File: config.mk
export PLATFORM = sky130hd
export DESIGN_NAME = pb_gesture_decoder
export DESIGN_NICKNAME = d
export VERILOG_FILES = /design/src/rtl/pb_gesture_decoder.sv
export SDC_FILE = /design/constraint.sdc
export NUM_CORES = 1
export LEC_CHECK = 0
export BUFFER_PORTS_ARGS = -buffer_cell sky130_fd_sc_hd__buf_2
export CORE_MARGIN = 8
export CORE_UTILIZATION = 50
export CTS_BUF_LIST = sky130_fd_sc_hd__clkbuf_2 sky130_fd_sc_hd__clkbuf_4 sky130_fd_sc_hd__clkbuf_8
export CTS_CLUSTER_DIAMETER = 150
export CTS_CLUSTER_SIZE = 30
export DETAILED_ROUTE_END_ITERATION = 8
export GPL_TIMING_DRIVEN = 0
export PLACE_DENSITY_LB_ADDON = 0.05
export SLEW_MARGIN = 5
export SYNTH_ARGS = -nofsm -noshare
export SYNTH_HDL_FRONTEND = slang
export SYNTH_SLANG_ARGS = --single-unit
File: constraint.sdc
create_clock -name clk -period 5.4 [get_ports clk]
set_input_delay 1.62 -clock clk [delete_from_list [all_inputs] [get_ports clk]]
set_output_delay 1.62 -clock clk [all_outputs]
set_load 0.01 [all_outputs]
File: src/rtl/pb_gesture_decoder.sv
// Push-button gesture decoder: turns debounced press/release pulses into short, double,
// long and auto-repeat events, and steps a wrapping processing-mode register from them.
module pb_gesture_decoder #(
   parameter int LONG_DELAY    = 50_000_000,
   parameter int DOUBLE_WINDOW = 25_000_000,
   parameter int REPEAT_PERIOD = 10_000_000,
   parameter int NUM_MODES     = 4,
   parameter int MODE_WIDTH    = $clog2(NUM_MODES)
) (
   input  logic                  clk,
   input  logic                  rst,
   input  logic                  PB_pressed_pulse,
   input  logic                  PB_released_pulse,
   output logic                  short_pulse,
   output logic                  double_pulse,
   output logic                  long_pulse,
   output logic                  repeat_pulse,
   output logic [MODE_WIDTH-1:0] mode,
   output logic                  mode_changed
);

   localparam int MAX_LD_DW = (LONG_DELAY > DOUBLE_WINDOW) ? LONG_DELAY : DOUBLE_WINDOW;
   localparam int MAX_T     = (MAX_LD_DW > REPEAT_PERIOD) ? MAX_LD_DW : REPEAT_PERIOD;
   localparam int TW        = (MAX_T > 1) ? $clog2(MAX_T) : 1;

   localparam logic [TW-1:0]         LONG_TC   = TW'(LONG_DELAY - 1);
   localparam logic [TW-1:0]         DOUBLE_TC = TW'(DOUBLE_WINDOW - 1);
   localparam logic [TW-1:0]         REPEAT_TC = TW'(REPEAT_PERIOD - 1);
   localparam logic [MODE_WIDTH-1:0] MODE_MAX  = MODE_WIDTH'(NUM_MODES - 1);

   typedef enum logic [2:0] {
      IDLE,
      HELD,
      LONG_HELD,
      WAIT_SECOND,
      SECOND_HELD
   } state_t;

   state_t        state;
   logic [TW-1:0] timer;

   always_ff @(posedge clk) begin
      if (rst) begin
         state        <= IDLE;
         timer        <= '0;
         short_pulse  <= 1'b0;
         double_pulse <= 1'b0;
         long_pulse   <= 1'b0;
         repeat_pulse <= 1'b0;
         mode         <= '0;
         mode_changed <= 1'b0;
      end else begin
         short_pulse  <= 1'b0;
         double_pulse <= 1'b0;
         long_pulse   <= 1'b0;
         repeat_pulse <= 1'b0;

         case (state)
            IDLE: begin
               timer <= '0;
               if (PB_pressed_pulse) state <= HELD;
            end
            // Release on the terminal-count cycle keeps the gesture on the short path.
            HELD: begin
               if (PB_released_pulse) begin
                  state <= WAIT_SECOND;
                  timer <= '0;
               end else if (timer == LONG_TC) begin
                  long_pulse <= 1'b1;
                  state      <= LONG_HELD;
                  timer      <= '0;
               end else begin
                  timer <= timer + 1'b1;
               end
            end
            LONG_HELD: begin
               if (PB_released_pulse) begin
                  state <= IDLE;
                  timer <= '0;
               end else if (timer == REPEAT_TC) begin
                  repeat_pulse <= 1'b1;
                  timer        <= '0;
               end else begin
                  timer <= timer + 1'b1;
               end
            end
            WAIT_SECOND: begin
               if (PB_pressed_pulse) begin
                  state <= SECOND_HELD;
                  timer <= '0;
               end else if (timer == DOUBLE_TC) begin
                  short_pulse <= 1'b1;
                  state       <= IDLE;
                  timer       <= '0;
               end else begin
                  timer <= timer + 1'b1;
               end
            end
            // No terminal count here, so the timer saturates rather than wrapping.
            SECOND_HELD: begin
               if (PB_released_pulse) begin
                  double_pulse <= 1'b1;
                  state        <= IDLE;
                  timer        <= '0;
               end else if (timer != '1) begin
                  timer <= timer + 1'b1;
               end
            end
            default: begin
               state <= IDLE;
               timer <= '0;
            end
         endcase

         // Mode follows the registered event pulses by one cycle.
         mode_changed <= short_pulse | double_pulse | long_pulse | repeat_pulse;
         if (long_pulse) begin
            mode <= '0;
         end else if (short_pulse || repeat_pulse) begin
            mode <= (mode == MODE_MAX) ? '0 : mode + 1'b1;
         end else if (double_pulse) begin
            mode <= (mode == '0) ? MODE_MAX : mode - 1'b1;
         end
      end
   end

endmodule

Yosys cells after proc, flatten, opt, wreduce, memory -nomap -nowiden
Index checks and enable logic that the tools add are counted.
{ "op_classes": {"n_addsub": 3, "eq_ne": 14, "n_mux": 24, "bitwise_logic": 7, "reduce_logical": 11} }
{ "op_table": {"columns": ["operator", "count"], "rows": [
  ["$mux W26", 8],
  ["$pmux W26 S4", 1],
  ["$add A26 B1 Y26 const B", 1],
  ["$eq A26 B24 Y1 const B", 1],
  ["$eq A26 B25 Y1 const B", 1],
  ["$eq A26 B26 Y1 const B", 1],
  ["$ne A26 B26 Y1 const B", 1],
  ["$mux W3", 6],
  ["$pmux W3 S4", 1],
  ["$ne A3 B3 Y1 const B", 3],
  ["$reduce_or A3 Y1", 3],
  ["$mux W2", 4],
  ["$eq A3 B2 Y1 const B", 2],
  ["$reduce_or A2 Y1", 3],
  ["$mux W1", 4],
  ["$not A1 Y1", 4],
  ["$reduce_and A4 Y1", 1],
  ["$eq A3 B1 Y1 const B", 1],
  ["$eq A3 B3 Y1 const B", 1],
  ["$logic_not A3 Y1", 1],
  ["$or A1 B1 Y1", 3],
  ["$add A2 B1 Y2 const B", 1],
  ["$eq A2 B2 Y1 const B", 1],
  ["$logic_not A2 Y1", 1],
  ["5 further kinds", 5]
]} }
{ "word_totals": {"reg_bits": 36, "in_bits": 4, "output_inout_bits": 7, "elab_cells": 67} }

Depth between registers and ports, before layout
{ "depth": {"word_depth": 4, "ltp_mapped": 8, "ltp_nobuf": 6} }

Least setup slack after synthesis
Ideal clock, no wire load.
{ "synth_path": {"path_kind": "input-to-reg", "from": "input PB_released_pulse", "to": "register timer[0]", "setup_time_ns": 0.080, "arrival_ns": 3.315, "t_required_ns": 5.320, "setup_slack_ns": 2.004, "stages": 7, "path_buffers": 2, "path_cell_list": "clkbuf_2 nor4b_4 nand4_1 or3_4 buf_6 xnor2_1 a211oi_2"} }
{ "synth_between": {"elab_chain_cells": 2, "elab_cells_between_ends": 5, "cone_classes": "1 x eq/ne; 4 x mux"} }
{ "synth_rtl": {"columns": ["element", "line", "source"], "rows": [
  ["from (decl)", "13", "input logic PB_released_pulse,"],
  ["$mux W26, on equally long branches", "101, 65, 77", null],
  ["$pmux W26 S4", "58", "case (state)"],
  ["to (signal assigned)", "73", "timer <= timer + 1'b1;"],
  ["to (signal assigned)", "96", "timer <= timer + 1'b1;"],
  ["to (signal assigned)", "106", "timer <= timer + 1'b1;"],
  ["to (decl)", "40", "logic [TW-1:0] timer;"]
]} }
Parallel ways exist; a longest one is shown, timed or not.
A chain may end at the register's enable or synchronous reset.

Final worst setup path
{ "layout_path": {"from": "input PB_released_pulse", "to": "register timer[23]"} }
Same word-level chain as after synthesis.

==> impl_metrics.ini <==
[worst_setup_path]
end_kind = flip-flop
start_kind = input pin
path_cells = clkbuf_2 > nor4b_4 > nand4_1 > nor3_4 > buf_2 > o31ai_1 > a221oi_2
reg2reg_slack_ns = 2.73
worstPathMaxFanout = 10
worst_ep_required_time_ns = 5.61
cp.arrival_ns = 3.62
cp_num_buf_inv = 2
reg2regPathDepth = 8
cpLargestDelayFamily = simple AND/OR/NAND/NOR gates
crit_type = in2reg
cpPeakStageDelay_ns = 0.42
r2r_start = timer[0]
r2r_end = timer[23]
crit_slowest_cell = nor3_4

[hold_path]
min_path_cells = 1
holdCritStartpoint = long_pulse
hold_path.class = reg2reg
min_to = mode[1]

[outcome]
status = finished clean

[floorplanning]
start_util = 0.5064
io_pins = 11
coreArea_um2 = 4598
dieArea_um2 = 7096
std_cell_rows = 25
fp.dieW_um = 84.24
die_y_um = 84.24

[yosys]
yosysWarnings = 0
synth_edf_count = 0
synth_top_area_share = 0.3095
syn-cell-area_um2 = 2328
yosysTopAreaCell = dfxtp_1
synthFlopType = dfxtp_1
synth-async-reset-ratio = 0
synth-seq-cells = 36
synth_seq_area_share = 0.3095
netlist_instances = 248
synth.avg_cell_area_um2 = 9.389
syn-num-nets = 255
synth_cell_types = 55
yosys-top-cells-area = dfxtp_1 (31%), a211oi_2 (7.0%), a221oi_2 (6.4%), nand3_1 (3.2%), xnor2_1 (3.0%)

[timing]
max_freq_mhz = 293.2
worstMarginPinSlew_ns = 0.8267
setup_viol = 0
post-route-period-util = 0.6316
rsz0062_at_grt = no
postLayoutSetupSlackWorst_ns = 1.989
max_slew_margin = 0.4438
fin_worst_skew_ns = 0.01176
tns_ns = 0
layout_min_cycle_time_ns = 3.411
slew_violations = 0
finalHoldViolCount = 0

[global_routing]
track_usage = 0.1670
grt_first_pass_wirelength_mm = 9.804
overflow = 0
grt_pass1_vias = 1932
antenna_found_initial = 0
grt_max_degree = 12

[place]
io_buffers = 8
preCtsSetupSlack_ns = 1.683
hpwl_mm = 4.023
place_congestion = 0.9065

[clocking]
clk_path_buf_depth = 2
cts_root_buf = clkbuf_8
cts_setup_buffers = 0
hold_buffers = 0
clk_latency_ns = 0.29
tritoncts = built
cts_resized = 0
cts.sink_count = 36
path_clk_slew_ns = 0.08
cts_buffers = 5
cts.htree.levels = 2

[pwr]
leakage_nw = 0.7806
power_density_nw_per_um2 = 217.1
power.total_w = 0.0005530
ir_worst_vdd_mv = 0.1523

[layout]
nets = 270
fin_util = 0.5540
area.growth.synth_to_final_pct = 9.403
fillers = 427
drive_gt1_frac = 0.2500
diodes = 0

[routing]
wl_per_cell_um = 17.76
ant_nets = 0
routed_wl_mm = 5.647
num_vias = 1970
first_iter_violations = 164
avgViaCountPerCell = 6.195
route.detailed.drc = 0
firstDrtPassIters = 4

[flow_run]
maxCapViolations = 0
cells in the final DEF, fill, tap and decap left out, drive strengths merged, types with 2 or more instances in the layout:
master / Yosys / routed
a211oi: 14 / 14
a21oi: 9 / 9
a221oi: 10 / 10
a31o: 2 / 2
a31oi: 2 / 2
and3: 6 / 6
and4: 4 / 4
buf: 13 / 21
clkbuf: 7 / 13
dfxtp: 36 / 36
ha: 3 / 3
inv: 7 / 7
mux2i: 5 / 5
nand2: 14 / 14
nand2b: 2 / 2
nand3: 17 / 17
nand4: 5 / 5
nor2: 11 / 11
nor3: 10 / 10
nor3b: 4 / 4
nor4: 9 / 9
nor4b: 6 / 6
o21ai: 14 / 14
o31ai: 3 / 3
or3: 5 / 5
or3b: 2 / 2
or4: 4 / 4
or4b: 2 / 2
xnor2: 8 / 8
xor2: 6 / 6
layout make-up:
type	instances	area, um2	area share
clock buffer	6	76.32	0.02996
multi-input combinational	185	1453	0.5702
sequential	36	720.7	0.2829
tap	54	67.56	0.02652
clock inverter	2	35.03	0.01375
timing repair buffer	8	40.04	0.01572
inverter	7	26.28	0.01031
buffer	20	128.9	0.05059
kinds of logic (layout without fill, tap and decap cells):
kind of cell               after synthesis  in the layout  share of synthesized area
DFF                                     36             36                     0.3095
xor gates and xnor gates                14             14                    0.05266
adders and majority gates                3              3                    0.01612
AOI/OAI and AO/OA                       58             58                     0.2407
muxes                                    5              5                    0.02149
buffers and inverters                   27             43                    0.06663
and+or+nand+nor                        105            105                     0.2929
flip-flops by register name (all words and copies together), names as in the netlist:
| name | flops |
|---|---|
| mode | 2 |
| double_pulse | 1 |
| repeat_pulse | 1 |
| short_pulse | 1 |
| timer | 26 |
| long_pulse | 1 |
| mode_changed | 1 |
| state | 3 |
metal layers:
layer  vias to the layer above  global-route usage  share of wire  wire length [um]
met5                         -                   0              0                 0
met4                         0             0.03768         0.0025                14
met3                         2             0.03388          0.038               216
met2                        41              0.2591           0.46              2609
met1                       951              0.2298           0.50              2806
li1                        976                   -              -                 -
power breakdown:
| group | switching [W] | total, W | leakage [nW] | internal, W |
|---|---|---|---|---|
| combinational | 0.0000292 | 0.0000437 | 0.432 | 0.0000145 |
| clock | 0.0000981 | 0.000240 | 0.0586 | 0.000142 |
| sequential | 0.00000173 | 0.000269 | 0.290 | 0.000267 |
| total | 0.000129 | 0.000553 | 0.781 | 0.000424 |
cell usage after synthesis, types with 3 or more instances:
cell / count
or4_1: 4
buf_2: 3
nor3b_1: 4
xnor2_1: 8
or3_1: 4
nor4b_1: 5
a21oi_1: 6
dfxtp_1: 36
nand2_1: 14
clkbuf_1: 6
xor2_1: 6
ha_1: 3
inv_1: 7
and3_1: 6
o21ai_0: 12
nand3_1: 15
nor3_1: 9
nor2_1: 11
nand4_1: 5
a221oi_2: 10
mux2i_1: 5
and4_1: 4
buf_6: 6
a211oi_2: 13
buf_1: 3
nor4_1: 7
how the worst max path moves through the flow:
stage / startpoint / endpoint / slack [ns] / cells after the start
after CTS: PB_released_pulse / timer[23] / 1.97 / 7
after global routing: PB_released_pulse / timer[23] / 1.85 / 7
after floorplan: PB_released_pulse / timer[0] / 2.00 / 7
final: PB_released_pulse / timer[23] / 1.99 / 7
after global placement: PB_released_pulse / timer[23] / 1.71 / 7
after detailed placement: PB_released_pulse / timer[23] / 1.68 / 7
per-stage QoR:
step,hold WS [ns],instances,cell area (um2)
final,0.4785,318,2547
after global routing,0.4991,318,2547
after CTS,0.4899,318,2547
after detailed placement,0.4721,310,2436
after global placement,0.4666,310,2436
after floorplan,0.4860,248,2328
Power figures use the tool's default switching activity.
